`src/rtl/uart_pkg.sv`:
```
// Shared definitions for the UART receive path: entry layout and fetch FSM encodings.
package uart_pkg;

  localparam int unsigned UART_DW = 8;
  localparam int unsigned UART_EW = 10;

  localparam int unsigned UART_DATA_LSB = 0;
  localparam int unsigned UART_PERR_BIT = 8;
  localparam int unsigned UART_FERR_BIT = 9;

  typedef enum logic [1:0] {
    S_IDLE    = 2'd0,
    S_POP     = 2'd1,
    S_RELEASE = 2'd2
  } uart_state_e;

endpackage

```
`src/rtl/uart_fifo.sv`:
```
// Generic synchronous first-word-fall-through FIFO with occupancy count.
module uart_fifo #(
  parameter int unsigned Width = 10,
  parameter int unsigned DEPTH = 8,
  parameter int unsigned AW    = 3
) (
  input  logic             clk_i,
  input  logic             clr_i,
  input  logic             wr_en_i,
  input  logic [Width-1:0] wr_data_i,
  input  logic             rd_en_i,
  output logic [Width-1:0] rd_data_o,
  output logic [AW:0]      count_o,
  output logic             full_o,
  output logic             empty_o
);

  localparam logic [AW-1:0] PtrOne = AW'(1);
  localparam logic [AW:0]   CntOne = (AW + 1)'(1);
  localparam logic [AW:0]   CntMax = (AW + 1)'(DEPTH);

  logic [Width-1:0] mem_q [DEPTH];
  logic [AW-1:0]    wr_ptr_q, rd_ptr_q;
  logic [AW:0]      count_q, count_d;
  logic             wr_ok, rd_ok;

  assign empty_o = (count_q == '0);
  assign full_o  = (count_q == CntMax);
  assign count_o = count_q;

  // A read on empty is ignored; a write on full is accepted only if a read frees a slot.
  assign rd_ok = rd_en_i & ~empty_o;
  assign wr_ok = wr_en_i & (~full_o | rd_ok);

  assign rd_data_o = empty_o ? '0 : mem_q[rd_ptr_q];

  always_comb begin
    count_d = count_q;
    unique case ({wr_ok, rd_ok})
      2'b10:   count_d = count_q + CntOne;
      2'b01:   count_d = count_q - CntOne;
      default: count_d = count_q;
    endcase
  end

  always_ff @(posedge clk_i) begin
    if (wr_ok) begin
      mem_q[wr_ptr_q] <= wr_data_i;
    end
  end

  always_ff @(posedge clk_i) begin
    if (clr_i) begin
      wr_ptr_q <= '0;
      rd_ptr_q <= '0;
      count_q  <= '0;
    end else begin
      if (wr_ok) wr_ptr_q <= wr_ptr_q + PtrOne;
      if (rd_ok) rd_ptr_q <= rd_ptr_q + PtrOne;
      count_q <= count_d;
    end
  end

endmodule

```
`src/rtl/uart_rx_fifo.sv`:
```
// Fetches bytes from the UART receiver with a one-cycle rdn strobe and buffers them
// with their error flags in a FWFT FIFO for the CPU.
module uart_rx_fifo
  import uart_pkg::*;
#(
  parameter int unsigned DEPTH = 8,
  parameter int unsigned AW    = 3
) (
  input  logic               clk16x,
  input  logic               clr,
  input  logic               r_ready,
  input  logic [UART_DW-1:0] rx_d,
  input  logic               rx_perr,
  input  logic               rx_ferr,
  output logic               rdn,
  input  logic               cpu_rd,
  output logic               q_valid,
  output logic [UART_DW-1:0] q_data,
  output logic               q_perr,
  output logic               q_ferr,
  output logic [AW:0]        count,
  output logic               full,
  output logic               overrun,
  input  logic               clr_ovr
);

  uart_state_e        state_q, state_d;
  logic               rdn_q, rdn_d;
  logic [UART_EW-1:0] cap_q, cap_d;
  logic               wr_pend_q, wr_pend_d;
  logic               ovr_q, ovr_d;
  logic               drop;
  logic               empty;
  logic [UART_EW-1:0] head;

  always_comb begin
    state_d   = state_q;
    rdn_d     = 1'b1;
    cap_d     = cap_q;
    wr_pend_d = 1'b0;
    unique case (state_q)
      S_IDLE: begin
        if (r_ready) begin
          state_d = S_POP;
          rdn_d   = 1'b0;
        end
      end
      S_POP: begin
        cap_d     = {rx_ferr, rx_perr, rx_d};
        wr_pend_d = 1'b1;
        state_d   = S_RELEASE;
      end
      S_RELEASE: begin
        // Wait for the receiver to drop ready so the same byte is not fetched twice.
        if (!r_ready) state_d = S_IDLE;
      end
      default: state_d = S_IDLE;
    endcase
  end

  // The captured byte is dropped only if the FIFO stays full through the write cycle.
  assign drop  = wr_pend_q & full & ~cpu_rd;
  assign ovr_d = drop ? 1'b1 : (clr_ovr ? 1'b0 : ovr_q);

  always_ff @(posedge clk16x) begin
    if (clr) begin
      state_q   <= S_IDLE;
      rdn_q     <= 1'b1;
      cap_q     <= '0;
      wr_pend_q <= 1'b0;
      ovr_q     <= 1'b0;
    end else begin
      state_q   <= state_d;
      rdn_q     <= rdn_d;
      cap_q     <= cap_d;
      wr_pend_q <= wr_pend_d;
      ovr_q     <= ovr_d;
    end
  end

  uart_fifo #(
    .Width(UART_EW),
    .DEPTH(DEPTH),
    .AW   (AW)
  ) u_fifo (
    .clk_i    (clk16x),
    .clr_i    (clr),
    .wr_en_i  (wr_pend_q),
    .wr_data_i(cap_q),
    .rd_en_i  (cpu_rd),
    .rd_data_o(head),
    .count_o  (count),
    .full_o   (full),
    .empty_o  (empty)
  );

  assign rdn     = rdn_q;
  assign overrun = ovr_q;
  assign q_valid = ~empty;
  assign q_data  = head[UART_DATA_LSB +: UART_DW];
  assign q_perr  = head[UART_PERR_BIT];
  assign q_ferr  = head[UART_FERR_BIT];

endmodule

```
`config.mk`:
```
export PLATFORM = sky130hd
export DESIGN_NAME = uart_rx_fifo
export DESIGN_NICKNAME = d
export VERILOG_FILES = /design/src/rtl/uart_pkg.sv /design/src/rtl/uart_fifo.sv /design/src/rtl/uart_rx_fifo.sv
export SDC_FILE = /design/constraint.sdc
export NUM_CORES = 1
export LEC_CHECK = 0
export ABC_AREA = 0
export ABC_CLOCK_PERIOD_IN_PS = 4600
export CELL_PAD_IN_SITES_DETAIL_PLACEMENT = 1
export CELL_PAD_IN_SITES_GLOBAL_PLACEMENT = 1
export CORE_MARGIN = 10
export CORE_UTILIZATION = 50
export DETAILED_ROUTE_END_ITERATION = 8
export DONT_BUFFER_PORTS = 1
export PLACE_DENSITY_LB_ADDON = 0.1
export SKIP_LAST_GASP = 1
export SYNTH_ARGS = -nofsm -noshare
export SYNTH_HDL_FRONTEND = slang
export SYNTH_SLANG_ARGS = --single-unit
export TNS_END_PERCENT = 100
```
`constraint.sdc`:
```
create_clock -name clk16x -period 4.6 [get_ports clk16x]
set_input_delay 1.38 -clock clk16x [delete_from_list [all_inputs] [get_ports clk16x]]
set_output_delay 1.38 -clock clk16x [all_outputs]
set_load 0.1 [all_outputs]
```
==> flow_summary.json <==
{
  "grt_pass1_vias": 2410,
  "worstHoldPathCells": 2,
  "fin_setup_tns_ps": 0,
  "syn_nets": 281,
  "synth_xor_area_share_pct": 1.46,
  "root_buffer": "clkbuf_8",
  "synthesis.area_sq_mm": 0.00421,
  "cp_slowest_stage_delay_ps": 790,
  "synth_top_flop_cell": "edfxtp_1",
  "h-tree-depth": 3,
  "r2r_cells": 9,
  "synthArstFlopShare_pct": 0,
  "antenna_found_initial": 0,
  "crit_arrival_ps": 2260,
  "cp_slowest_cell": "or4b_1",
  "dieWidth_um": 112,
  "synthCells": 261,
  "synthAdderAreaFrac_pct": 1.49,
  "layout.nets": 302,
  "avgSynthCellArea_sq_um": 16.1,
  "ios": 33,
  "rsz0062_at_grt": "no",
  "cts_tree": "done",
  "grt_max_degree": 27,
  "cts.clk_slew.worst_paths_ps": 100,
  "yosysSeqAreaShare_pct": 70.4,
  "status": "complete, no violations",
  "crit_path_start_kind": "flop",
  "finClkSkew_ps": 8.32,
  "vias": 2161,
  "critPathMaxFanout": 8,
  "clk_latency_ps": 360,
  "numCtsBuffers": 9,
  "final_cell_mix": "edfxtp_1 (80), dfxtp_1 (28), buf_4 (23)",
  "final_common_cell": "edfxtp_1",
  "dp_hpwl_um": 5500,
  "cts-resized-gates": 0,
  "drt_pass1_iterations": 4,
  "synth_mux_area_share_pct": 14.1,
  "synth_top_family_by_area": "multiplexers",
  "hold_violations": 0,
  "maxCapViolations": 0,
  "initial_utilization_pct": 51.2,
  "synth_compound_area_share_pct": 3.00,
  "portBuffers": 0,
  "fmax_mhz": 275,
  "synthDistinctLibCells": 32,
  "worst_pin_slew_ps": 1180,
  "synth_edf_count": 80,
  "drtAntennaViolNets": 0,
  "crit_required_ps": 3220,
  "final-max-slew-violation-count": 0,
  "gp_congestion": 0.720,
  "power.leakage_nw": 1.55,
  "via_per_inst": 5.51,
  "powerDensity_mw_per_mm2": 555,
  "postPlaceCellArea_sq_mm": 0.00448,
  "wl_um": 8230,
  "drive_above_1_share_pct": 25.4,
  "overflow": 0,
  "synth-seq-cells": 108,
  "timing.final.crit_share_pct": 79.1,
  "synthSimpleGateAreaFrac_pct": 7.61,
  "die_h_um": 112,
  "fin_area_sq_mm": 0.00466,
  "criticalPathCategory": "flop to output pin",
  "area_growth_syn_to_layout_pct": 10.8,
  "grt_usage_pct": 13.7,
  "cp_top_family": "simple AND/OR/NAND/NOR gates",
  "detailedRoute.firstIterationViolations": 146,
  "cts_hold_buf": 0,
  "drc": 0,
  "yosysWarnings": 0,
  "max_slew_margin_pct": 21.3,
  "diodes": 0,
  "period_needed_ps": 3640,
  "endpoint_kind": "output pin",
  "ir_drop_v": 0.000285,
  "num_rows": 33,
  "wl_per_cell_um": 21.0,
  "crit_buf_inv": 2,
  "post-cts-setup-buffers": 0,
  "path_depth": 3,
  "hp-class": "flop to flop",
  "max-clock-path-buffers": 2,
  "cts.sinks": 108,
  "crit_chain": "or4b_1 -> inv_1 -> buf_4",
  "dieArea_sq_mm": 0.0125,
  "core_area_sq_mm": 0.00822,
  "setup_violations": 0,
  "grt_first_pass_wirelength_um": 13500
}
-- report_power, final --
| part | internal [W] | switching [W] |
|---|---|---|
| registers | 0.00107 | 0.0000419 |
| clock network | 0.000219 | 0.000319 |
| logic | 0.000264 | 0.000672 |
| total | 0.00155 | 0.00103 |
-- sequential cells by signal (all words and copies together) (netlist names), named ones only --
signal and flops:
u_fifo.mem_q 80, u_fifo.rd_ptr_q 3, u_fifo.count_o 4, overrun 1, state_q 2, rdn 1, cap_q 10, wr_pend_q 1
u_fifo.wr_ptr_q 3
-- final timing paths --
path	start	to	slack, ps
max	u_fifo.count_o[2]	full	960
min	state_q[1]	state_q[1]	510
max reg2reg	u_fifo.count_o[2]	u_fifo.count_o[3]	1110
min reg2reg	state_q[1]	state_q[1]	510
-- metrics by stage --
stage / setup slack, ps / util [%] / std cells / hold WS [ps] / power (W)
after floorplan: 526 / - / 261 / 475 / 0.00187
after global placement: 1160 / 54.5 / 376 / 495 / 0.00207
after detailed placement: 1080 / 54.5 / 376 / 501 / 0.00209
after CTS: 932 / 56.7 / 392 / 515 / 0.00261
after global routing: 868 / 56.7 / 392 / 548 / 0.00271
final: 962 / 56.7 / 392 / 510 / 0.00259
-- worst reg2reg max path, cell delays in order, from the launching register on --
cell,delay [ps]
dfxtp_1,1100
nor4_2,50
buf_4,250
inv_1,70
buf_4,290
and2_1,290
ha_1,350
or3_2,490
o32ai_1,150
mux2_2,360
-- logic make-up (layout without fill, tap and decap cells) --
family | after synthesis | in the layout
DFF | 108 | 108
and+or+nand+nor | 70 | 70
muxes | 34 | 34
AOI/OAI and AO/OA | 21 | 21
buffers and inverters | 16 | 42
xor gates and xnor gates | 7 | 7
adders and majority gates | 5 | 5
-- final cells by class --
cell class / instances / area [sq um]
tap: 105 / 131
inverter: 3 / 11.3
clock buffer: 11 / 141
sequential: 108 / 2960
timing repair buffer: 23 / 173
multi-input combinational: 137 / 1200
fill: 778 / 3550
clock inverter: 5 / 42.5
-- synthesized netlist by cell type, drive strengths merged, types with 2 or more instances --
library cell  count  share of area [%]
buf               5               0.71
nand2b            4               0.59
nor3              4               0.48
or3               3               0.48
nor4              2               0.30
o21ai             2               0.51
dfxtp            28                 13
a21oi            15                1.8
inv               3               0.27
clkbuf            8               0.95
edfxtp           80                 57
ha                5                1.5
xor2              6                1.2
o211ai            2               0.36
nor2             26                2.3
nor2b             6               0.89
nand2            21                1.9
mux4             20                 11
mux2i            13                3.1
-- metal layers --
| metal | GRT usage [%] | vias to the layer above | part of all wire [%] |
|---|---|---|---|
| li1 | - | 1017 | - |
| met1 | 18.2 | 1084 | 44 |
| met2 | 21.5 | 55 | 49 |
| met3 | 3.27 | 5 | 6.7 |
| met4 | 4.88 | 0 | 0.73 |
| met5 | 0 | - | 0 |
Note: power is estimated with default switching activity, not from simulation.
